`src/rtl/alu_issue.sv`:
```
// Command issue stage: buffers ALU commands in a small FIFO, hands the head
// to the ALU one at a time, and holds each returned result in a one-entry
// output slot. A wait counter abandons commands the ALU never answers.
module alu_issue #(
  parameter int WIDTH   = 8,
  parameter int DEPTH   = 4,
  parameter int TIMEOUT = 16
) (
  input  logic               clk_i,
  input  logic               rst_ni,
  input  logic               s_valid_i,
  output logic               s_ready_o,
  input  logic [3:0]         s_cmd_i,
  input  logic [WIDTH-1:0]   s_a_i,
  input  logic [WIDTH-1:0]   s_b_i,
  output logic               alu_valid_o,
  output logic [3:0]         alu_cmd_o,
  output logic [WIDTH-1:0]   alu_a_o,
  output logic [WIDTH-1:0]   alu_b_o,
  input  logic               alu_ready_i,
  input  logic [WIDTH:0]     alu_x_i,
  output logic               res_valid_o,
  input  logic               res_ready_i,
  output logic [WIDTH:0]     res_x_o,
  output logic [3:0]         res_cmd_o,
  output logic [$clog2(DEPTH):0] count_o,
  output logic               err_o
);

  localparam int AW = $clog2(DEPTH);
  localparam int CW = AW + 1;
  localparam int TW = $clog2(TIMEOUT + 1);

  typedef enum logic {IDLE, BUSY} state_t;

  state_t             r_state;
  state_t             w_state_nxt;
  logic [3:0]         r_mem_cmd [DEPTH];
  logic [WIDTH-1:0]   r_mem_a   [DEPTH];
  logic [WIDTH-1:0]   r_mem_b   [DEPTH];
  logic [AW-1:0]      r_wptr;
  logic [AW-1:0]      r_rptr;
  logic [CW-1:0]      r_count;
  logic [TW-1:0]      r_wait;
  logic               r_res_valid;
  logic [WIDTH:0]     r_res_x;
  logic [3:0]         r_res_cmd;
  logic               r_err;

  logic               w_full;
  logic               w_push;
  logic               w_pop;
  logic               w_drain;
  logic               w_slot_free;
  logic               w_capture;
  logic               w_drop;
  logic               w_start;

  // Ready depends only on registered occupancy, so a full FIFO never
  // accepts even if a pop happens in the same cycle.
  assign w_full      = (r_count == CW'(DEPTH));
  assign s_ready_o   = !w_full;
  assign w_push      = s_valid_i && !w_full;
  assign w_drain     = r_res_valid && res_ready_i;
  assign w_slot_free = !r_res_valid || w_drain;
  assign w_pop       = w_capture || w_drop;

  assign alu_valid_o = (r_state == BUSY);
  assign alu_cmd_o   = r_mem_cmd[r_rptr];
  assign alu_a_o     = r_mem_a[r_rptr];
  assign alu_b_o     = r_mem_b[r_rptr];
  assign res_valid_o = r_res_valid;
  assign res_x_o     = r_res_x;
  assign res_cmd_o   = r_res_cmd;
  assign count_o     = r_count;
  assign err_o       = r_err;

  // Issue FSM next state: leave IDLE only when a command is queued and the
  // result slot can take its answer; leave BUSY on response or timeout.
  always_comb begin
    w_state_nxt = r_state;
    w_capture   = 1'b0;
    w_drop      = 1'b0;
    w_start     = 1'b0;
    case (r_state)
      IDLE: begin
        if ((r_count != '0) && w_slot_free) begin
          w_state_nxt = BUSY;
          w_start     = 1'b1;
        end
      end
      BUSY: begin
        if (alu_ready_i) begin
          w_capture   = 1'b1;
          w_state_nxt = IDLE;
        end else if (r_wait == TW'(TIMEOUT - 1)) begin
          w_drop      = 1'b1;
          w_state_nxt = IDLE;
        end
      end
      default: w_state_nxt = IDLE;
    endcase
  end

  // State register.
  always_ff @(posedge clk_i or negedge rst_ni) begin
    if (!rst_ni) begin
      r_state <= IDLE;
    end else begin
      r_state <= w_state_nxt;
    end
  end

  // FIFO storage; contents are meaningless while the pointers say empty.
  always_ff @(posedge clk_i) begin
    if (w_push) begin
      r_mem_cmd[r_wptr] <= s_cmd_i;
      r_mem_a[r_wptr]   <= s_a_i;
      r_mem_b[r_wptr]   <= s_b_i;
    end
  end

  // FIFO pointers wrap naturally at DEPTH; occupancy nets push against pop.
  always_ff @(posedge clk_i or negedge rst_ni) begin
    if (!rst_ni) begin
      r_wptr  <= '0;
      r_rptr  <= '0;
      r_count <= '0;
    end else begin
      if (w_push) r_wptr <= r_wptr + AW'(1);
      if (w_pop)  r_rptr <= r_rptr + AW'(1);
      case ({w_push, w_pop})
        2'b10:   r_count <= r_count + CW'(1);
        2'b01:   r_count <= r_count - CW'(1);
        default: r_count <= r_count;
      endcase
    end
  end

  // Wait counter: restarts on each issue, counts cycles spent in BUSY.
  always_ff @(posedge clk_i or negedge rst_ni) begin
    if (!rst_ni) begin
      r_wait <= '0;
    end else if (w_start) begin
      r_wait <= '0;
    end else if (r_state == BUSY) begin
      r_wait <= r_wait + TW'(1);
    end
  end

  // Result slot: a capture wins over a simultaneous drain.
  always_ff @(posedge clk_i or negedge rst_ni) begin
    if (!rst_ni) begin
      r_res_valid <= 1'b0;
      r_res_x     <= '0;
      r_res_cmd   <= '0;
    end else if (w_capture) begin
      r_res_valid <= 1'b1;
      r_res_x     <= alu_x_i;
      r_res_cmd   <= alu_cmd_o;
    end else if (w_drain) begin
      r_res_valid <= 1'b0;
    end
  end

  // Sticky timeout flag, cleared only by reset.
  always_ff @(posedge clk_i or negedge rst_ni) begin
    if (!rst_ni) begin
      r_err <= 1'b0;
    end else if (w_drop) begin
      r_err <= 1'b1;
    end
  end

endmodule
```
`config.mk`:
```
export PLATFORM = sky130hd
export DESIGN_NAME = alu_issue
export DESIGN_NICKNAME = d
export VERILOG_FILES = /design/src/rtl/alu_issue.sv
export SDC_FILE = /design/constraint.sdc
export NUM_CORES = 1
export LEC_CHECK = 0
export CELL_PAD_IN_SITES_DETAIL_PLACEMENT = 0
export CELL_PAD_IN_SITES_GLOBAL_PLACEMENT = 1
export CORE_MARGIN = 2
export CORE_UTILIZATION = 48
export CTS_BUF_LIST = sky130_fd_sc_hd__clkbuf_16
export CTS_CLUSTER_SIZE = 10
export DETAILED_ROUTE_END_ITERATION = 8
export PLACE_DENSITY_LB_ADDON = 0.3
export SETUP_SLACK_MARGIN = 0.4
export SYNTH_ARGS = -nofsm -noshare
export SYNTH_HDL_FRONTEND = slang
export SYNTH_SLANG_ARGS = --single-unit
export TNS_END_PERCENT = 10
```
`constraint.sdc`:
```
create_clock -name clk_i -period 4.01 [get_ports clk_i]
set_input_delay 0.802 -clock clk_i [delete_from_list [all_inputs] [get_ports clk_i]]
set_output_delay 0.802 -clock clk_i [all_outputs]
set_load 0.01 [all_outputs]
```
==> results.json <==
{
  "start_kind": "flip-flop",
  "holdCritPathClass": "flip-flop to flip-flop",
  "ys_ff_latch": 108,
  "synth_area_leaders": "edfxtp_1 57%, dfrtp_1 17%, mux4_1 6.9%",
  "h-tree-depth": 3,
  "p_comb_share_pct": 34.6,
  "drc": 0,
  "tritoncts": "done",
  "clock_latency_ps": 340,
  "routed-via-count": 2067,
  "period_minus_slack_ps": 3200,
  "drt-total-wl_mm": 6.93,
  "clock_power_share_pct": 21.4,
  "synthDominantCellAreaShare_pct": 57.5,
  "die-area_um2": 9470,
  "rows": 34,
  "cts_buffers": 9,
  "clkSinkCount": 108,
  "yosys_warnings": 0,
  "leakage_nw": 1.98,
  "fin_crit_sh_pct": 79.9,
  "ant_nets": 0,
  "setup_viol": 0,
  "power.switching_mw": 1.11,
  "pin_count": 74,
  "yosysSeqAreaShare_pct": 74.2,
  "p_per_area_nw_per_um2": 721,
  "worst_slew_pin_slew_ps": 915,
  "drv_slew": 0,
  "overflow": 0,
  "worstPathRequired_ps": 3210,
  "grt_pass1_vias": 2219,
  "synthDistinctLibCells": 29,
  "fillers": 622,
  "synth_nets": 243,
  "total_power_mw": 3.86,
  "max_freq_mhz": 312,
  "p_int_mw": 2.75,
  "synth_top_cell_by_area": "edfxtp_1",
  "critical_path_class": "flip-flop to output port",
  "ctsRootBufferMaster": "clkbuf_16",
  "io_buffers": 73,
  "wl_per_cell_um": 17.4,
  "antenna_cells": 0,
  "syn2layout_area_growth_pct": 27.9,
  "dp_hpwl_mm": 4.82,
  "vias_per_cell": 5.19,
  "worstPathCellList": "buf_12 -> mux4_1 -> clkdlybuf4s50_1",
  "drtPass1Iterations": 4,
  "max_stage_delay_ps": 760,
  "start_util_pct": 48.6,
  "die-height_um": 97.3,
  "avgSynthCellArea_um2": 20.8,
  "grt_max_degree": 29,
  "rsz0062_at_grt": "no",
  "ir_drop_uv": 361,
  "cts_hold_buf": 0,
  "status": "finished, final reports clean",
  "grtUsageTotal_pct": 16.1,
  "cp_slowest_cell": "dfrtp_1",
  "drt_iter0_markers": 62,
  "die_w_um": 97.3,
  "finalHoldViolations": 0,
  "fin_skew_ps": 10.3,
  "drive_gt1_share_pct": 16.2,
  "seq_power_share_pct": 44.0,
  "cts_setup_buffers": 0,
  "clk_path_buf_depth": 2,
  "setup_tns_ps": 0,
  "switching_share_pct": 28.8,
  "grt_pass1_wl_mm": 11.6,
  "critPathArrivalTime_ps": 2400,
  "synth_area_um2": 4180,
  "gp_congestion": 0.746,
  "crit_path_max_fanout": 12,
  "cts.reportedPaths.clkPinSlew_ps": 70,
  "fin_nets": 327,
  "maxCapViolCount": 0,
  "slew_headroom_pct": 39.0,
  "worst_setup_path_end_kind": "output port",
  "antenna_found_initial": 0,
  "synthCells": 201,
  "coreArea_um2": 8590,
  "ctsResizeCount": 0
}
## cells in the mapped netlist (all sizes together)
cell and n:
a21oi 1, a22o 2, and2 1, and3 5, and3b 1, buf 6, dfrtp 28, edfxtp 80
fa 1, ha 7, inv 9, mux2 15, mux2i 1, mux4 20, nand2 5, nand2b 2
nand4 1, nor2 2, o21a 1, o21ai 1, o21bai 2, or2 1, or3 1, or3b 1
xnor2 3, xor2 4
## metal layers
metal  up-vias  global-route usage, %  wire length (um)
li1        964                      -                 -
met2        59                   27.6              3510
met1      1040                   19.4              2960
met3         4                   5.76               403
met5         -                      0                 0
met4         0                   4.49                51
## critical path: cells and delay by family, from the launching register on
kind     cells  cell delay (ps)
flops        1              760
buf+inv      2              730
mux          1              570
## cell type report
| type | instances | area (um^2) | share of cell area [%] |
|---|---|---|---|
| Clock buffer | 9 | 225 | 4.21 |
| Timing Repair Buffer | 79 | 788 | 14.7 |
| Sequential cell | 108 | 3100 | 58.0 |
| Inverter | 9 | 33.8 | 0.632 |
| Tap cell | 108 | 135 | 2.53 |
| Clock inverter | 7 | 57.6 | 1.08 |
| Multi-Input combinational cell | 78 | 1000 | 18.8 |
## flip-flops by register name, summed over array words and instances, names as in the netlist, 2 cells and up
signal,count
r_wait,5
r_mem_b,32
r_wptr,2
res_x_o,9
r_mem_a,32
r_mem_cmd,16
res_cmd_o,4
r_rptr,2
count_o,3
## cell families after synthesis
group	share of synthesized area [%]
XOR/XNOR	1.47
adder cells (fa/ha/maj)	2.57
AO/OA/AOI/OAI	1.20
AND/OR/NAND/NOR	2.75
flip-flops	74.2
buffers and inverters	1.74
multiplexers	16.0
## placed cells by master (no fill, tap or decap), types with 2 or more instances in the layout
| master | count |
|---|---|
| edfxtp_1 | 80 |
| clkdlybuf4s50_1 | 73 |
| dfrtp_1 | 28 |
| mux2_2 | 15 |
| mux4_1 | 11 |
| inv_1 | 9 |
| mux4_2 | 9 |
| clkbuf_16 | 9 |
| ha_1 | 7 |
| and3_1 | 5 |
| nand2_1 | 5 |
| buf_4 | 5 |
| xor2_1 | 4 |
| xnor2_1 | 3 |
| nand2b_1 | 2 |
| o21bai_1 | 2 |
| nor2_1 | 2 |
| a22o_1 | 2 |
| inv_6 | 2 |
| inv_8 | 2 |
## power by group through the flow
stage	sequential (mW)	clock (mW)	combinational [mW]
3_5_place_dp	1.73	0	1.36
5_1_grt	1.74	0.897	1.45
6_report	1.70	0.825	1.34
4_1_cts	1.71	0.851	1.37
2_1_floorplan	1.67	0	0.731
3_3_place_gp	1.71	0	1.35
## path summary, 6_finish.rpt
| check | endpoint | slack [ps] | cells after the start | start |
|---|---|---|---|---|
| max reg2reg | count_o[2] | 1710 | 10 | r_wait[0] |
| min | err_o | 490 | 1 | err_o |
| min in group asynchronous | res_valid_o | 850 | 2 | rst_ni |
| min reg2reg | err_o | 490 | 1 | err_o |
| max | alu_b_o[5] | 810 | 3 | r_rptr[0] |
| max in group asynchronous | res_x_o[0] | 2890 | 2 | rst_ni |
## per-stage QoR
step	std cells	setup WS, ps	util (%)	hold WS, ps	cell area (um^2)
2_1_floorplan	201	1840	-	466	4180
3_3_place_gp	382	1130	58.9	465	5060
3_5_place_dp	382	1130	58.9	470	5060
4_1_cts	398	761	62.2	490	5350
5_1_grt	398	687	62.2	514	5350
6_report	398	807	62.2	485	5350
No activity file was read; power rests on OpenSTA's default activity.
